## src/rtl/dclk_pkg.sv

```systemverilog
// dclk_pkg: shared channel constants and sequencer state type
package dclk_pkg;
  localparam int NUM_CH = 4;
  localparam int SEL_W = 2;
  typedef enum logic [1:0] {IDLE, DRAIN, SWITCH, SETTLE} seq_state_t;
endpackage

```

## src/rtl/sel_sequencer_if.sv

```systemverilog
// sel_sequencer_if: request handshake, scan control and router-facing select bundle
interface sel_sequencer_if;
  import dclk_pkg::*;
  logic             req_valid;
  logic [SEL_W-1:0] req_sel;
  logic             req_ready;
  logic             scan_en;
  logic [NUM_CH-1:0] chan_mask;
  logic [SEL_W-1:0] sell;
  logic             quiesce;
  logic             busy;
  logic             switch_done;
  modport master (
    output req_valid, req_sel, scan_en, chan_mask,
    input  req_ready, sell, quiesce, busy, switch_done
  );
  modport slave (
    input  req_valid, req_sel, scan_en, chan_mask,
    output req_ready, sell, quiesce, busy, switch_done
  );
endinterface

```

## src/rtl/sel_next_pick.sv

```systemverilog
// sel_next_pick: first eligible channel after cur in rotating order, cur itself excluded
module sel_next_pick
  import dclk_pkg::*;
(
  input  logic [SEL_W-1:0]  cur,
  input  logic [NUM_CH-1:0] mask,
  output logic              found,
  output logic [SEL_W-1:0]  next
);
  logic [SEL_W-1:0] c1, c2, c3;
  // search cur+1, cur+2, cur+3 with natural 2-bit wrap
  always_comb begin
    c1 = cur + SEL_W'(1);
    c2 = cur + SEL_W'(2);
    c3 = cur + SEL_W'(3);
    found = mask[c1] | mask[c2] | mask[c3];
    next = mask[c1] ? c1 : mask[c2] ? c2 : c3;
  end
endmodule

```

## src/rtl/sel_sequencer.sv

```systemverilog
// sel_sequencer: quiesce/switch/settle sequencing of the router channel select
module sel_sequencer
  import dclk_pkg::*;
#(
  parameter int GUARD_CYC  = 4,
  parameter int SETTLE_CYC = 8,
  parameter int DWELL_CYC  = 256,
  parameter int CNT_W      = 16
) (
  input logic            clk_in,
  input logic            rst,
  sel_sequencer_if.slave bus
);
  localparam logic [CNT_W-1:0] GUARD_LD  = CNT_W'(GUARD_CYC - 1);
  localparam logic [CNT_W-1:0] SETTLE_LD = CNT_W'(SETTLE_CYC - 1);
  localparam logic [CNT_W-1:0] DWELL_END = CNT_W'(DWELL_CYC - 1);
  seq_state_t       state_q, state_d;
  logic [CNT_W-1:0] cnt_q, cnt_d;
  logic [SEL_W-1:0] sell_q, sell_d, target_q, target_d, pick_next;
  logic             quiesce_q, quiesce_d, busy_q, busy_d, done_q, done_d;
  logic             take, pick_found;
  sel_next_pick u_pick (
    .cur   (sell_q),
    .mask  (bus.chan_mask),
    .found (pick_found),
    .next  (pick_next)
  );
  assign bus.req_ready   = (state_q == IDLE) & rst;
  assign take            = bus.req_valid & bus.req_ready;
  assign bus.sell        = sell_q;
  assign bus.quiesce     = quiesce_q;
  assign bus.busy        = busy_q;
  assign bus.switch_done = done_q;
  // next state: one counter serves dwell in IDLE, guard in DRAIN, settle in SETTLE
  always_comb begin
    state_d  = state_q;
    cnt_d    = cnt_q;
    sell_d   = sell_q;
    target_d = target_q;
    done_d   = 1'b0;
    case (state_q)
      IDLE: begin
        if (take) begin
          cnt_d = '0;
          if (bus.req_sel != sell_q) begin
            state_d  = DRAIN;
            target_d = bus.req_sel;
            cnt_d    = GUARD_LD;
          end else begin
            done_d = 1'b1;
          end
        end else if (bus.scan_en) begin
          cnt_d = cnt_q + CNT_W'(1);
          if (cnt_q == DWELL_END) begin
            cnt_d = '0;
            if (pick_found) begin
              state_d  = DRAIN;
              target_d = pick_next;
              cnt_d    = GUARD_LD;
            end
          end
        end else begin
          cnt_d = '0;
        end
      end
      DRAIN: begin
        state_d = (cnt_q == '0) ? SWITCH : DRAIN;
        cnt_d   = (cnt_q == '0) ? cnt_q : cnt_q - CNT_W'(1);
      end
      SWITCH: begin
        state_d = SETTLE;
        sell_d  = target_q;
        cnt_d   = SETTLE_LD;
      end
      SETTLE: begin
        state_d = (cnt_q == '0) ? IDLE : SETTLE;
        done_d  = (cnt_q == '0);
        cnt_d   = (cnt_q == '0) ? '0 : cnt_q - CNT_W'(1);
      end
    endcase
    quiesce_d = (state_d != IDLE);
    busy_d    = (state_d != IDLE);
  end
  // register state, counter and all outputs; reset forces sell back to channel 0
  always_ff @(posedge clk_in) begin
    if (!rst) begin
      state_q   <= IDLE;
      cnt_q     <= '0;
      sell_q    <= '0;
      target_q  <= '0;
      quiesce_q <= 1'b0;
      busy_q    <= 1'b0;
      done_q    <= 1'b0;
    end else begin
      state_q   <= state_d;
      cnt_q     <= cnt_d;
      sell_q    <= sell_d;
      target_q  <= target_d;
      quiesce_q <= quiesce_d;
      busy_q    <= busy_d;
      done_q    <= done_d;
    end
  end
endmodule

```

## src/flat_wrapper.sv

```systemverilog
// flat-port wrapper written by rule: the top's interface ports become plain ports
module sel_sequencer_flat import dclk_pkg::*;
#(
  parameter int GUARD_CYC  = 4,
  parameter int SETTLE_CYC = 8,
  parameter int DWELL_CYC  = 256,
  parameter int CNT_W      = 16
)
  (clk_in, rst, bus_req_valid, bus_req_sel, bus_scan_en, bus_chan_mask, bus_req_ready, bus_sell, bus_quiesce, bus_busy, bus_switch_done);
  sel_sequencer_if bus_i ();
  input logic clk_in;
  input logic rst;
  input wire logic [$bits(bus_i.req_valid)-1:0] bus_req_valid;
  input wire logic [$bits(bus_i.req_sel)-1:0] bus_req_sel;
  input wire logic [$bits(bus_i.scan_en)-1:0] bus_scan_en;
  input wire logic [$bits(bus_i.chan_mask)-1:0] bus_chan_mask;
  output wire logic [$bits(bus_i.req_ready)-1:0] bus_req_ready;
  output wire logic [$bits(bus_i.sell)-1:0] bus_sell;
  output wire logic [$bits(bus_i.quiesce)-1:0] bus_quiesce;
  output wire logic [$bits(bus_i.busy)-1:0] bus_busy;
  output wire logic [$bits(bus_i.switch_done)-1:0] bus_switch_done;
  assign bus_i.req_valid = bus_req_valid;
  assign bus_i.req_sel = bus_req_sel;
  assign bus_i.scan_en = bus_scan_en;
  assign bus_i.chan_mask = bus_chan_mask;
  assign bus_req_ready = bus_i.req_ready;
  assign bus_sell = bus_i.sell;
  assign bus_quiesce = bus_i.quiesce;
  assign bus_busy = bus_i.busy;
  assign bus_switch_done = bus_i.switch_done;
  sel_sequencer #(.GUARD_CYC(GUARD_CYC), .SETTLE_CYC(SETTLE_CYC), .DWELL_CYC(DWELL_CYC), .CNT_W(CNT_W)) u_core (.clk_in(clk_in), .rst(rst), .bus(bus_i));
endmodule
```

## config.mk

```make
export PLATFORM = sky130hd
export DESIGN_NAME = sel_sequencer_flat
export DESIGN_NICKNAME = d
export VERILOG_FILES = /design/src/rtl/dclk_pkg.sv /design/src/rtl/sel_sequencer_if.sv /design/src/rtl/sel_next_pick.sv /design/src/rtl/sel_sequencer.sv /design/src/flat_wrapper.sv
export SDC_FILE = /design/constraint.sdc
export NUM_CORES = 1
export LEC_CHECK = 0
export BUFFER_PORTS_ARGS = -buffer_cell sky130_fd_sc_hd__buf_2
export CORE_UTILIZATION = 44
export CTS_BUF_LIST = sky130_fd_sc_hd__clkbuf_4 sky130_fd_sc_hd__clkbuf_8 sky130_fd_sc_hd__clkbuf_16
export DETAILED_ROUTE_END_ITERATION = 8
export HOLD_SLACK_MARGIN = 0.08
export PLACE_DENSITY_LB_ADDON = 0.1
export SKIP_CTS_REPAIR_TIMING = 1
export SYNTH_ARGS = -nofsm -noshare
export SYNTH_HDL_FRONTEND = slang
export SYNTH_SLANG_ARGS = --single-unit
```

## constraint.sdc

```tcl
create_clock -name clk_in -period 2.9 [get_ports clk_in]
set_input_delay 0.145 -clock clk_in [delete_from_list [all_inputs] [get_ports clk_in]]
set_output_delay 0.145 -clock clk_in [all_outputs]
set_load 0.01 [all_outputs]
```

Word-level counts from Yosys, hierarchy flattened
Index checks and enable logic that the tools add are counted.

Add/subtract/negate cells: 5. $lt $le $gt $ge: 3. Eq/ne operators: 7. Mux-type cells: 32. Bitwise logic cells: 4. Reductions and logical operators: 7.

Operator list (number): $mux W16 (5); $pmux W16 S4 (1); $mux W2 (16); $add A16 B1 Y16 const B (1); $eq A16 B8 Y1 const B (1); $logic_not A16 Y1 (1); $sub A16 B1 Y16 const B (1); $lt A2 B3 Y1 const B (3); $pmux W2 S4 (1); $reduce_bool A2 Y1 (4); $bmux W1 S2 (3); $mux W1 (5); $reduce_and A5 Y1 (1); $add A2 B2 Y2 const B (2); $eq A2 B2 Y1 const B (2); $ne A2 B2 Y1 const B (2); $add A2 B1 Y2 const B (1); $and A1 B1 Y1 (2); $eq A2 B1 Y1 const B (1); $logic_not A2 Y1 (1); $ne A2 B2 Y1 (1); $or A1 B1 Y1 (2); $pmux W1 S2 (1).

Flip-flop bits (word level): 24. Input bits: 10. Output and inout bits: 6. Logic and storage cells: 64.

Longest topological paths before layout
Depth in word-level cells: 11. Depth in mapped cells: 8. Gate-level depth less buffers: 7.

Hierarchy
A second synthesis with hierarchy kept.

Cell total of the unflattened synthesis: 242. Area, all modules: 1925.6 um^2.

By module, submodules not included: sel_sequencer (instances 1, cells an instance 225, area an instance 1814.2 um^2, seq. area each 480.5 um^2); sel_next_pick (instances 1, cells an instance 17, area an instance 111.4 um^2, seq. area each 0.0 um^2).

Worst setup path before layout
Ideal clock, no wire load.

Path kind: register to register. From: reg u_core.cnt_q[0]. To: reg u_core.cnt_q[5]. Setup time: 126 ps. Arrival: 1927 ps. Data required time: 2774 ps. Path slack: 846 ps. Stages on the path, launching flop included: 8. Buffers on the path: 0. Period minus slack after synthesis: 2054 ps. Cells stage by stage: dfxtp_1 inv_1 ha_1 or3b_1 o41ai_4 and2_2 o221ai_1 nor3b_1.

Longest elaborated chain between the ends: 5. Elaborated cells between the ends (all ways): 11. Classes of those cells: add/sub (2); eq/ne (2); mux (6); reduce/logical (1).

RTL lines: start, declared (RTL line sel_sequencer.sv:18) `logic [CNT_W-1:0] cnt_q, cnt_d;`; start signal, assigned (RTL line sel_sequencer.sv:96) `cnt_q <= cnt_d;`; $add A16 B1 Y16 or $eq A16 B8 Y1 (tied branches) (RTL line sel_sequencer.sv:53, sel_sequencer.sv:54); $mux W16 (RTL line sel_sequencer.sv:54) `if (cnt_q == DWELL_END) begin`; $mux W16 (RTL line sel_sequencer.sv:52) `end else if (bus.scan_en) begin`; $mux W16 (RTL line sel_sequencer.sv:43) `if (take) begin`; $pmux W16 S4 (RTL line sel_sequencer.sv:41) `case (state_q)`.

Several ways; a longest one is shown, not always the timed one. The select of a mux whose other input is x is not followed. A chain may end at the register's enable or synchronous reset.

Final worst setup path
From: reg u_core.cnt_q[0]. To: reg u_core.cnt_q[2].

Same word-level chain as after synthesis.

==> results list <==
* Status: complete, no violations
- At the worst endpoint, the arrival time is 2610 ps.
- Global routing consumed, on the met3 layer, 1.884% of the routing resources.
- Leakage Power: 0.7756 nW
- Die H: 66.99 um
- Global routing used 32.61% of the available met1 tracks.
- In this run, the combinational gates consume 57.2% of the power.
- By startpoint and endpoint, the worst setup path is classified as flip-flop to flip-flop.
* Port bufs: 15
- The sequential cells in the finished layout cover a total of 480.5 um2.
- Max VDD drop: 0.0003062 V
- Power spread over the standard cell area amounts to 823.0 nW/um2.
- M2 GR Usage: 30.93%
- Part of the Yosys area used for sequential elements: 25.86%
- Via count: 1774
- Counting flops with an async set or reset pin after synthesis yields a share of 0%.
* Initial core utilization: 46.12%
- For this run, the detailed router's first-pass iteration total came to 4.
- The area growth from synthesis to layout is 7.138%.
- The synthesized design contains 0 enable-type register cells.
* Worst clock skew: 7.815 ps
- Vias in the first global route: 1568
- Setup repair after global routing left no endpoint under its margin.
- Worst slew pin tran: 765.7 ps
- Clock-pin slew was measured on the worst setup and hold paths at 100 ps.
- For this run, the slowest stage of the critical path takes 500 ps.
- Counting the fill cells in the layout gives 413.
- Worst-case clock buffer depth: 2
* Count of final setup violators: 0
* Top flip-flop cell by instance count after synthesis: sky130_fd_sc_hd__dfxtp_1
* Worst max-slew margin expressed relative to the limit: 48.95%
- Final hold analysis gives a worst-case slack of 199.9 ps.
- Leading cell types in the layout, fill and taps excluded: sky130_fd_sc_hd__dfxtp_1 (24), sky130_fd_sc_hd__nor2_1 (17), sky130_fd_sc_hd__nand2_1 (16), sky130_fd_sc_hd__buf_2 (15), sky130_fd_sc_hd__nor3_1 (13)
- Internal Pwr Total: 0.8780 mW
* Count of cell types in the netlist: 51
- Max H-tree Level: 1
- Kind of cell adding the most delay to the critical path: simple AND/OR/NAND/NOR gates
* Most used cell along the critical path: sky130_fd_sc_hd__nand2_1
- Mapped Nets: 250
- Minimum period implied by the final worst setup slack: 2451 ps
- 0 antenna diodes ended up in the layout.
- Clock tree sinks: 24
* Placed wire-length estimate after detailed placement: 3.207 mm
* Buf+Inv Stages, Crit Path: 1
- Flop and latch count out of synthesis: 24
* Number of nets at the end of the flow: 258
- The first global-routing pass estimated 7.341 mm of wire.
- CP startpoint kind: flip-flop
* Classification of the worst-slack hold path: primary input to flip-flop
- Number of nets still failing antenna checks after routing: 0
* Kind of end point of the critical path: flip-flop
- Fraction of final layout cells with drive strength greater than 1: 13.28%
- Fraction of power spent switching nets: 46.41%
- In this run the clock root is driven by a sky130_fd_sc_hd__clkbuf_8.
- Synth Cell Area: 1858 um2
- The number of slew-limit violations in the final report is 0.
* Area of the multi-input gates: 1250 um2
- Of the total power, the clock network draws 14.8%.
* Number of hold violations in the final report: 0
- Counting the buffers created by CTS gives 3.
- Area of the die: 4487 um2
- Setup TNS: 0 ps
- Global routing used 21.46% of the available tracks across all layers.
- Most frequent standard cell in the layout excluding fill and tap cells: sky130_fd_sc_hd__dfxtp_1
* Number of antenna violations at the first check in global routing: 0
- At the later pin of the worst-skew pair, clock insertion delay measures 280 ps.
* Number of remaining DRC errors: 0
* # IOs: 16
- In this run, the number of DRC markers left after iteration 0 of detailed routing was 179.
- After detailed routing, the number of vias per cell comes to 6.096.
- The layer flagged by global routing as most heavily used is met1.
- The total area inside the core boundary comes to 4029 um2.
* Maximum number of pins on one net before global-route repair: 17
- The congestion estimate from routability-driven global placement came to 0.7810.
- Along the worst path, the maximum fanout reaches 14.
- Dividing the detail-routed wire length by the instance count gives 15.09 um.
- Based on the critical path, the design can be clocked at up to 408.0 MHz.
* Average instance area after synthesis: 7.940 um2
* Total wire length after detailed routing: 4.391 mm
* Warning count from the yosys run: 0
* Power spent charging and discharging nets: 0.7604 mW
* Crit-path cells: inv_1 > ha_1 > or3b_1 > nor4_4 > nand2_1 > nand2_1 > o22ai_1
- Synthesis handed over a netlist of 234 instances.
- Die X: 66.99 um
- For the worst setup path, the data required time is 3060 ps.
* Slowest cell on the critical path: sky130_fd_sc_hd__or3b_1
- Remaining global-route overflow: 0
- Row Count: 23
* Part of the power in registers: 28.0%
* Clock tree from TritonCTS: built
- Max-cap violations in this run came to 0.
* Final cycle utilization of the critical path: 84.51%
==> tightest hold or removal path: cells and delay by family <==
kind            cells  cell delay [ps]
buf+inv             1              100
compound gates      1               90
mux                 1              110
==> per-layer routing <==
layer | wire length [um] | vias to the layer above
met5 | 0 | -
met4 | 54 | 0
met3 | 151 | 5
met2 | 1869 | 34
met1 | 2315 | 829
li1 | - | 906
==> flip-flops by register name (all words and copies together), names as in the netlist <==
signal / flops
u_core.state_q: 2
u_core.bus.switch_done: 1
u_core.bus.sell: 2
u_core.bus.quiesce: 1
u_core.cnt_q: 16
u_core.target_q: 2
==> path summary, 6_finish.rpt <==
kind	to	depth (start not counted)	from	slack, ps
worst max-delay path	u_core.cnt_q[2]$_SDFFE_PN0N_	7	u_core.cnt_q[0]$_SDFFE_PN0N_	450
worst min-delay path	u_core.target_q[1]$_SDFFE_PN0P_	3	bus_req_sel[1]	200
worst max register to register	u_core.cnt_q[2]$_SDFFE_PN0N_	7	u_core.cnt_q[0]$_SDFFE_PN0N_	450
worst min register to register	u_core.target_q[0]$_SDFFE_PN0P_	2	u_core.target_q[0]$_SDFFE_PN0P_	470
==> synth_stat cells (2+ instances only) <==
cell	n	share of area, %
sky130_fd_sc_hd__nor4_1	7	2.4
sky130_fd_sc_hd__a211oi_1	7	2.8
sky130_fd_sc_hd__o32ai_1	3	1.4
sky130_fd_sc_hd__dfxtp_1	24	26
sky130_fd_sc_hd__clkbuf_1	8	1.6
sky130_fd_sc_hd__a21o_1	2	0.81
sky130_fd_sc_hd__buf_4	2	0.81
sky130_fd_sc_hd__a21oi_1	9	2.4
sky130_fd_sc_hd__a22oi_1	5	2.0
sky130_fd_sc_hd__mux2i_1	6	3.2
sky130_fd_sc_hd__o211ai_1	3	1.2
sky130_fd_sc_hd__buf_2	3	0.81
sky130_fd_sc_hd__ha_1	6	4.0
sky130_fd_sc_hd__nand3_1	11	3.0
sky130_fd_sc_hd__or3_1	3	1.0
sky130_fd_sc_hd__inv_1	12	2.4
sky130_fd_sc_hd__o221a_2	2	1.2
sky130_fd_sc_hd__nand2_1	16	3.2
sky130_fd_sc_hd__or4_1	2	0.81
sky130_fd_sc_hd__o21ai_0	10	2.7
sky130_fd_sc_hd__a31oi_1	2	0.67
sky130_fd_sc_hd__nor3_1	13	3.5
sky130_fd_sc_hd__nor2b_1	3	1.0
sky130_fd_sc_hd__a221oi_1	6	2.8
sky130_fd_sc_hd__and3_1	4	1.3
sky130_fd_sc_hd__nor3b_1	4	1.6
sky130_fd_sc_hd__nand4_1	7	2.4
sky130_fd_sc_hd__xor2_1	8	3.8
sky130_fd_sc_hd__nor2_1	17	3.4
sky130_fd_sc_hd__xnor2_1	4	1.9
sky130_fd_sc_hd__buf_6	2	1.2
sky130_fd_sc_hd__o221ai_1	3	1.4
sky130_fd_sc_hd__or4_4	2	1.2
==> kinds of logic after synthesis <==
logic type | after synthesis | share of synthesized area, %
and+or+nand+nor | 97 | 29.09
adders and majority gates | 6 | 4.040
muxes | 6 | 3.232
DFF | 24 | 25.86
AOI/OAI and AO/OA | 62 | 25.25
buffers and inverters | 27 | 6.868
xor gates and xnor gates | 12 | 5.657
==> layout make-up <==
class | count | share of cell area (%)
inverters | 12 | 2.263
multi-input cells | 183 | 62.79
clock buffers | 4 | 2.766
repair buffers | 18 | 4.903
well taps | 50 | 3.143
flip-flops and latches | 24 | 24.14
==> power by group through the flow <==
stage | Clock [mW] | Combinational (mW) | Sequential, mW
4_1_cts | 0.246 | 0.930 | 0.457
5_1_grt | 0.258 | 1.05 | 0.469
2_1_floorplan | 0 | 0.761 | 0.433
6_report | 0.243 | 0.937 | 0.458
3_3_place_gp | 0 | 0.927 | 0.464
3_5_place_dp | 0 | 0.923 | 0.464
==> metrics by stage <==
stage / instances / setup slack, ps / power [mW] / utilization [%] / area [um2]
after detailed placement: 287 / 465.0 / 1.388 / 48.04 / 1936
after CTS: 291 / 440.4 / 1.632 / 49.41 / 1991
final: 291 / 449.2 / 1.638 / 49.41 / 1991
after floorplan: 234 / 846.5 / 1.195 / - / 1858
after global routing: 291 / 235.5 / 1.779 / 49.41 / 1991
after global placement: 287 / 534.2 / 1.391 / 48.04 / 1936
Power figures use the tool's default switching activity.
